$ cat config.mk
export PLATFORM = sky130hd
export DESIGN_NAME = idle_sync_fsm
export DESIGN_NICKNAME = d
export VERILOG_FILES = /design/src/rtl/idle_sync_fsm.sv
export SDC_FILE = /design/constraint.sdc
export NUM_CORES = 1
export LEC_CHECK = 0
export ABC_AREA = 1
export CORE_UTILIZATION = 46
export CTS_BUF_LIST = sky130_fd_sc_hd__clkbuf_4
export DETAILED_ROUTE_END_ITERATION = 12
export PLACE_DENSITY = 0.85
export SLEW_MARGIN = 0
export SYNTH_ARGS = -nofsm -noshare
export SYNTH_HDL_FRONTEND = slang
export SYNTH_SLANG_ARGS = --single-unit
$ cat constraint.sdc
create_clock -name clk_f -period 1.3 [get_ports clk_f]
set_clock_uncertainty 0.05 [all_clocks]
set_input_delay 0.26 -clock clk_f [delete_from_list [all_inputs] [get_ports clk_f]]
set_output_delay 0.26 -clock clk_f [all_outputs]
set_load 0.05 [all_outputs]
$ cat src/rtl/idle_sync_fsm.sv
// idle_sync_fsm: receive-side link-state controller ahead of the recirculation demux.
// Hunts for a run of COMMA bytes (SEARCH), waits for payload (SYNC), and forwards
// payload (ACTIVE) until LOSS_NEEDED consecutive non-payload cycles are seen.
// IDLE_OUT = 1 makes the demux recirculate; 0 lets payload through to the lanes.
// Optional build macro SEARCH_ERR_CNT_EN adds err_cnt, a saturating count of
// partial comma runs broken by an idle or payload byte while in SEARCH.
module idle_sync_fsm #(
  parameter logic [7:0]  COMMA       = 8'hBC,
  parameter logic [7:0]  IDLE_CHAR   = 8'h7C,
  parameter int unsigned BC_NEEDED   = 4,
  parameter int unsigned LOSS_NEEDED = 3
) (
  input  logic       clk_f,
  input  logic       reset,
  input  logic [7:0] data_in,
  input  logic       valid_in,
  output logic       IDLE_OUT,
  output logic       active_out,
  output logic [1:0] state_out,
  output logic [2:0] comma_cnt
`ifdef SEARCH_ERR_CNT_EN
  ,
  output logic [7:0] err_cnt
`endif
);

  typedef enum logic [1:0] {
    SEARCH = 2'd0,
    SYNC   = 2'd1,
    ACTIVE = 2'd2
  } state_e;

  localparam logic [2:0] BC_LIM   = 3'(BC_NEEDED);
  localparam logic [2:0] LOSS_LIM = 3'(LOSS_NEEDED);

  state_e     state_q, state_d;
  logic [2:0] comma_q, comma_d;
  logic [2:0] loss_q,  loss_d;
  logic       idle_q,  idle_d;
  logic       active_q, active_d;

  logic       is_comma, is_idle, is_payload;
  logic [2:0] comma_inc, loss_inc;

  assign is_comma   = valid_in && (data_in == COMMA);
  assign is_idle    = valid_in && (data_in == IDLE_CHAR);
  assign is_payload = valid_in && !is_comma && !is_idle;
  assign comma_inc  = comma_q + 3'd1;
  assign loss_inc   = loss_q + 3'd1;

  // Next-state and counter update; counters are cleared on every transition.
  always_comb begin
    state_d = state_q;
    comma_d = comma_q;
    loss_d  = loss_q;
    unique case (state_q)
      SEARCH: begin
        if (is_comma) begin
          if (comma_inc == BC_LIM) begin
            state_d = SYNC;
            comma_d = '0;
          end else begin
            comma_d = comma_inc;
          end
        end else if (valid_in) begin
          comma_d = '0;
        end
      end
      SYNC: begin
        if (is_payload) begin
          state_d = ACTIVE;
        end
      end
      ACTIVE: begin
        if (is_payload) begin
          loss_d = '0;
        end else if (loss_inc == LOSS_LIM) begin
          state_d = SYNC;
          loss_d  = '0;
        end else begin
          loss_d = loss_inc;
        end
      end
      default: begin
        state_d = SEARCH;
        comma_d = '0;
        loss_d  = '0;
      end
    endcase
    // Outputs are decoded from the next state so they update on the same edge
    // that samples the byte, then held in flops.
    idle_d   = (state_d != ACTIVE);
    active_d = (state_d == ACTIVE);
  end

  // State, counters and registered outputs.
  always_ff @(posedge clk_f or posedge reset) begin
    if (reset) begin
      state_q  <= SEARCH;
      comma_q  <= '0;
      loss_q   <= '0;
      idle_q   <= 1'b1;
      active_q <= 1'b0;
    end else begin
      state_q  <= state_d;
      comma_q  <= comma_d;
      loss_q   <= loss_d;
      idle_q   <= idle_d;
      active_q <= active_d;
    end
  end

  assign IDLE_OUT   = idle_q;
  assign active_out = active_q;
  assign state_out  = state_q;
  assign comma_cnt  = comma_q;

`ifdef SEARCH_ERR_CNT_EN
  logic [7:0] err_q, err_d;

  // Count broken partial comma runs in SEARCH, saturating at all-ones.
  always_comb begin
    err_d = err_q;
    if ((state_q == SEARCH) && valid_in && !is_comma && (comma_q != '0) && (err_q != '1)) begin
      err_d = err_q + 8'd1;
    end
  end

  // Error counter register; cleared only by reset.
  always_ff @(posedge clk_f or posedge reset) begin
    if (reset) begin
      err_q <= '0;
    end else begin
      err_q <= err_d;
    end
  end

  assign err_cnt = err_q;
`endif

endmodule
=== Word-level counts from Yosys, hierarchy flattened ===
Index checks and enable logic that the tools add are counted.

* Eq/ne operators: 9
* Add/sub/neg operators: 2
* Reduce and logical (&&, ||, !) cells: 10
* Bitwise gates (word level): 1
* Mux-type cells: 13

{| class="wikitable"
|+ Operator list
! kind !! count
|-
| $mux 3 || 5
|-
| $pmux 3 s2 || 2
|-
| $mux 2 || 5
|-
| $eq 8x7->1 const B || 1
|-
| $eq 8x8->1 const B || 1
|-
| $add 3x1->3 const B || 2
|-
| $pmux 2 s3 || 1
|-
| $eq 2x2->1 const B || 2
|-
| $logic_and 1x1->1 || 4
|-
| $reduce_or 2->1 || 2
|-
| $eq 3x2->1 const B || 1
|-
| $eq 3x3->1 const B || 1
|-
| $ne 3x3->1 const B || 1
|-
| $eq 2x1->1 const B || 1
|-
| $logic_not 1->1 || 2
|-
| $logic_not 2->1 || 1
|-
| $ne 2x2->1 const B || 1
|-
| $reduce_and 2->1 || 1
|-
| $not 1->1 || 1
|}

* Input port bits: 11
* Word-level logic and storage cells: 40
* Output and inout bits: 7
* Register bits after elaboration: 10

=== Longest topological paths before layout ===
* Depth after elaboration: 8
* Mapped depth: 11
* Depth with buffers taken out: 11

=== Worst setup path before layout ===
Ideal clock, no wire load.

* Path kind: register to register
* Start: register state_q[0], in the netlist state_out[0]
* End: register comma_q[0], in the netlist comma_cnt[0]
* Setup time: 0.096 ns
* Data arrival time: 1.627 ns
* Stages on the path, launching flop included: 7
* Setup slack: -0.474 ns
* Cells stage by stage: dfrtp_1 > inv_1 > ha_1 > buf_2 > a21oi_2 > nand3_1 > o31ai_1

* Word-level cells in the longest chain between the ends: 4
* Elaborated cells between the ends (all ways): 8

{| class="wikitable"
|+ RTL lines
! item !! line !! text
|-
| start: declaration || 36 || <nowiki>state_e state_q, state_d;</nowiki>
|-
| start signal: assignment || 105 || <nowiki>state_q <= state_d;</nowiki>
|-
| $eq 2x2->1 or $eq 2x1->1 (tied branches) || 56 || <nowiki>unique case (state_q)</nowiki>
|-
| $reduce_or 2->1 (no line) || - ||
|-
| $not 1->1 (no line) || - ||
|-
| $reduce_and 2->1 (no line) || - ||
|-
| end signal: assignment || 106 || <nowiki>comma_q <= comma_d;</nowiki>
|-
| end: declaration || 37 || <nowiki>logic [2:0] comma_q, comma_d;</nowiki>
|}

Several ways; a longest one is shown, not always the timed one.
A chain may end at the register's enable or synchronous reset.

=== Final worst setup path ===
* Start: register comma_q[1], in the netlist comma_cnt[1]
* End: register idle_q, in the netlist IDLE_OUT

* Word-level cells in the longest chain between the ends: 6

{| class="wikitable"
|+ RTL lines
! item !! line !! text
|-
| $add 3x1->3 || 48 || <nowiki>assign comma_inc = comma_q + 3'd1;</nowiki>
|-
| $eq 3x3->1 || 59 || <nowiki>if (comma_inc == BC_LIM) begin</nowiki>
|-
| $mux 2 || 59 ||
|-
| $mux 2 || 58 || <nowiki>if (is_comma) begin</nowiki>
|-
| $pmux 2 s3 || 56 ||
|-
| net state_d[1] || 36 ||
|-
| $ne 2x2->1 || 92 || <nowiki>idle_d = (state_d != ACTIVE);</nowiki>
|-
| net idle_d || 39 || <nowiki>logic idle_q, idle_d;</nowiki>
|-
| end signal: assignment || 108 || <nowiki>idle_q <= idle_d;</nowiki>
|-
| end: declaration || 39 ||
|}

The timed path passes the listed nets, and every way through them passes these cells.

==> metrics.cfg <==
[critical_path]
crit_path_start=comma_cnt[1]
crit_required_ns=1.47
reg2reg_from=comma_cnt[1]
start_kind=flop
worstPathMaxFanout=3
cp.arrival_ns=1.72
path_class=flop to flop
cp-end-kind=flop

[clock_network]
cts_tree=yes
path_clk_slew_ns=0.08
cts_inserted_buffers=3
clk_latency_ns=0.27
cts_hold_buf=0
cts.sinks=10
root_buffer=clkbuf_4
clockBufferDepth=2
cts.htree.levels=1

[layout]
design_area_um2=1460
final_cells=166
drive_gt1_frac=0.587
seqCellArea_um2=256
nFillCells=40
final_cell_mix=inv_1 (17), nand2_2 (17), buf_4 (16), nand2_1 (10), buf_6 (8)
multi_input_area_um2=601
antenna-diode-count=0
nets=170
syn_to_final_growth_pct=89.7

[placed_design]
placed_area_um2=1150
dp.cells=153
routabilityCongestion=0.827
place_hpwl_um=1280
portBuffers=17

[power]
p_per_area_nw_per_um2=1200
total_leakage_power_nw=0.719
vdd_drop_max_uv=1140

[detailed_routing]
initialDrtViolationCount=63
routed_via_density=6.00
dr_total_vias=996
routedWlPerCell_um=21.7
routed_wl_um=3600
ant_nets=0
drc=0
drt_pre_antenna_iters=4

[synth]
synth_seq_cells=10
synth_xor_area_frac=0.0114
synthSimpleGateAreaFrac=0.321
synth_top_area_frac=0.294
synth_edf_count=0
netlist_area_um2=767
async_flop_share=1.00
synthMuxAreaShare=0
syn_nets=125
avgSynthCellArea_um2=7.24
yosysTopAreaCell=dfrtp_1
synth_top_family_by_area=simple AND/OR/NAND/NOR gates
yosysWarnings=0
ys_types=20
netlist_top_cells_area=dfrtp_1 (29%), ha_1 (13%), inv_1 (11%)
synth_compound_area_frac=0.0946
synthCells=106
synth_ff_type=dfrtp_1
yosysSeqAreaShare=0.328
synthAdderAreaFrac=0.131

[outcome]
violations=setup timing
status=finished with violations

[timing]
setup_slack_ns=-0.251
fin_crit_ns=1.55
setup_violations=12
hold_violations=0
fmax_ghz=0.645
relSlewSlack=0.719
rsz0062_at_grt=yes
fin_crit_sh=1.19
holdWs_ns=0.269
drv_slew=0
setup_tns_ns=-1.89
tightest_slew_ns=0.421

[global_route]
first_global_vias=876
grt_pass1_wl_um=3800
grt-ovfl-total=0
track_usage=0.280
grt_antenna_before_repair=0
grt_max_degree=11

[floorplanning]
num_rows=14
start_util=0.503
die_h_um=42.8
die_x_um=42.8
io_pins=18
dieArea_um2=1830
core_um2=1520

[min_path]
hold_class=primary input to async pin

[job]
cap_violations=0

==> synthesized netlist by cell type (3+ instances only) <==
cell and number:
inv_1 22, nand2_1 22, dfrtp_1 9, ha_1 8, nor2_1 8, o21ai_0 7
nand2_2 6, nand3_1 5, nor2_2 4, a21oi_1 3, nand4_1 3
==> worst max-delay path: stages (launching register included) <==
cell     delay, ns
dfrtp_2       0.43
ha_4          0.16
inv_1         0.04
nand2_1       0.10
nand2_2       0.09
nor2_4        0.13
nand3_2       0.10
nand2_2       0.09
nand2_2       0.05
nor2_2        0.12
nor2_2        0.06
nand2_2       0.07
==> per-layer routing <==
layer  GRT usage  share of wire
met3      0.0511          0.091
met2       0.467           0.49
met1       0.343           0.37
met4       0.138          0.048
met5           0              0
==> per-stage QoR <==
stage                util  total power, mW  worst slack [ns]
CTS                 0.860             1.49            -0.110
global placement    0.756             1.16            -0.312
global route        0.955             1.81            -0.304
floorplan               -            0.832            -0.229
finish              0.955             1.75            -0.251
detailed placement  0.756             1.18            -0.385
==> flip-flops by register name (all words and copies together) (netlist names) <==
signal	count
IDLE_OUT	1
active_out	1
comma_cnt	3
loss_q	3
state_out	2
==> cells by family (layout without fill, tap and decap cells) <==
family          count (synthesis)  in the layout
compound gates                 13             13
flops                          10             10
simple gates                   51             51
xor+xnor                        1              1
buf+inv                        23             67
fa+ha+maj                       8              8
==> power breakdown <==
| group | total [mW] | switching [mW] | internal (mW) |
|---|---|---|---|
| combinational | 1.08 | 0.588 | 0.491 |
| clock | 0.270 | 0.130 | 0.140 |
| sequential | 0.404 | 0.0390 | 0.365 |
| total | 1.75 | 0.758 | 0.996 |
==> repair_timing <==
action	CTS	global route
endpoints found under the setup margin	11	14
buffers inserted	5	5
pin swaps	19	23
resized for setup	28	34
==> layout make-up <==
class / instances / area share
Tap cell: 16 / 0.0138
Multi-Input combinational cell: 73 / 0.413
Timing Repair Buffer: 41 / 0.318
Sequential cell: 10 / 0.176
Clock buffer: 4 / 0.0206
Inverter: 22 / 0.0585
==> path summary, 6_finish.rpt <==
| path | endpoint | slack [ns] | depth (start not counted) |
|---|---|---|---|
| setup / recovery | IDLE_OUT | -0.25 | 11 |
| hold / removal | comma_cnt[2] | 0.27 | 2 |
| setup reg to reg | IDLE_OUT | -0.25 | 11 |
| hold reg to reg | comma_cnt[2] | 0.57 | 2 |
| max in group asynchronous | IDLE_OUT | 0.60 | 2 |
| min in group clk_f | comma_cnt[1] | 0.54 | 7 |
No activity file was read; power rests on OpenSTA's default activity.
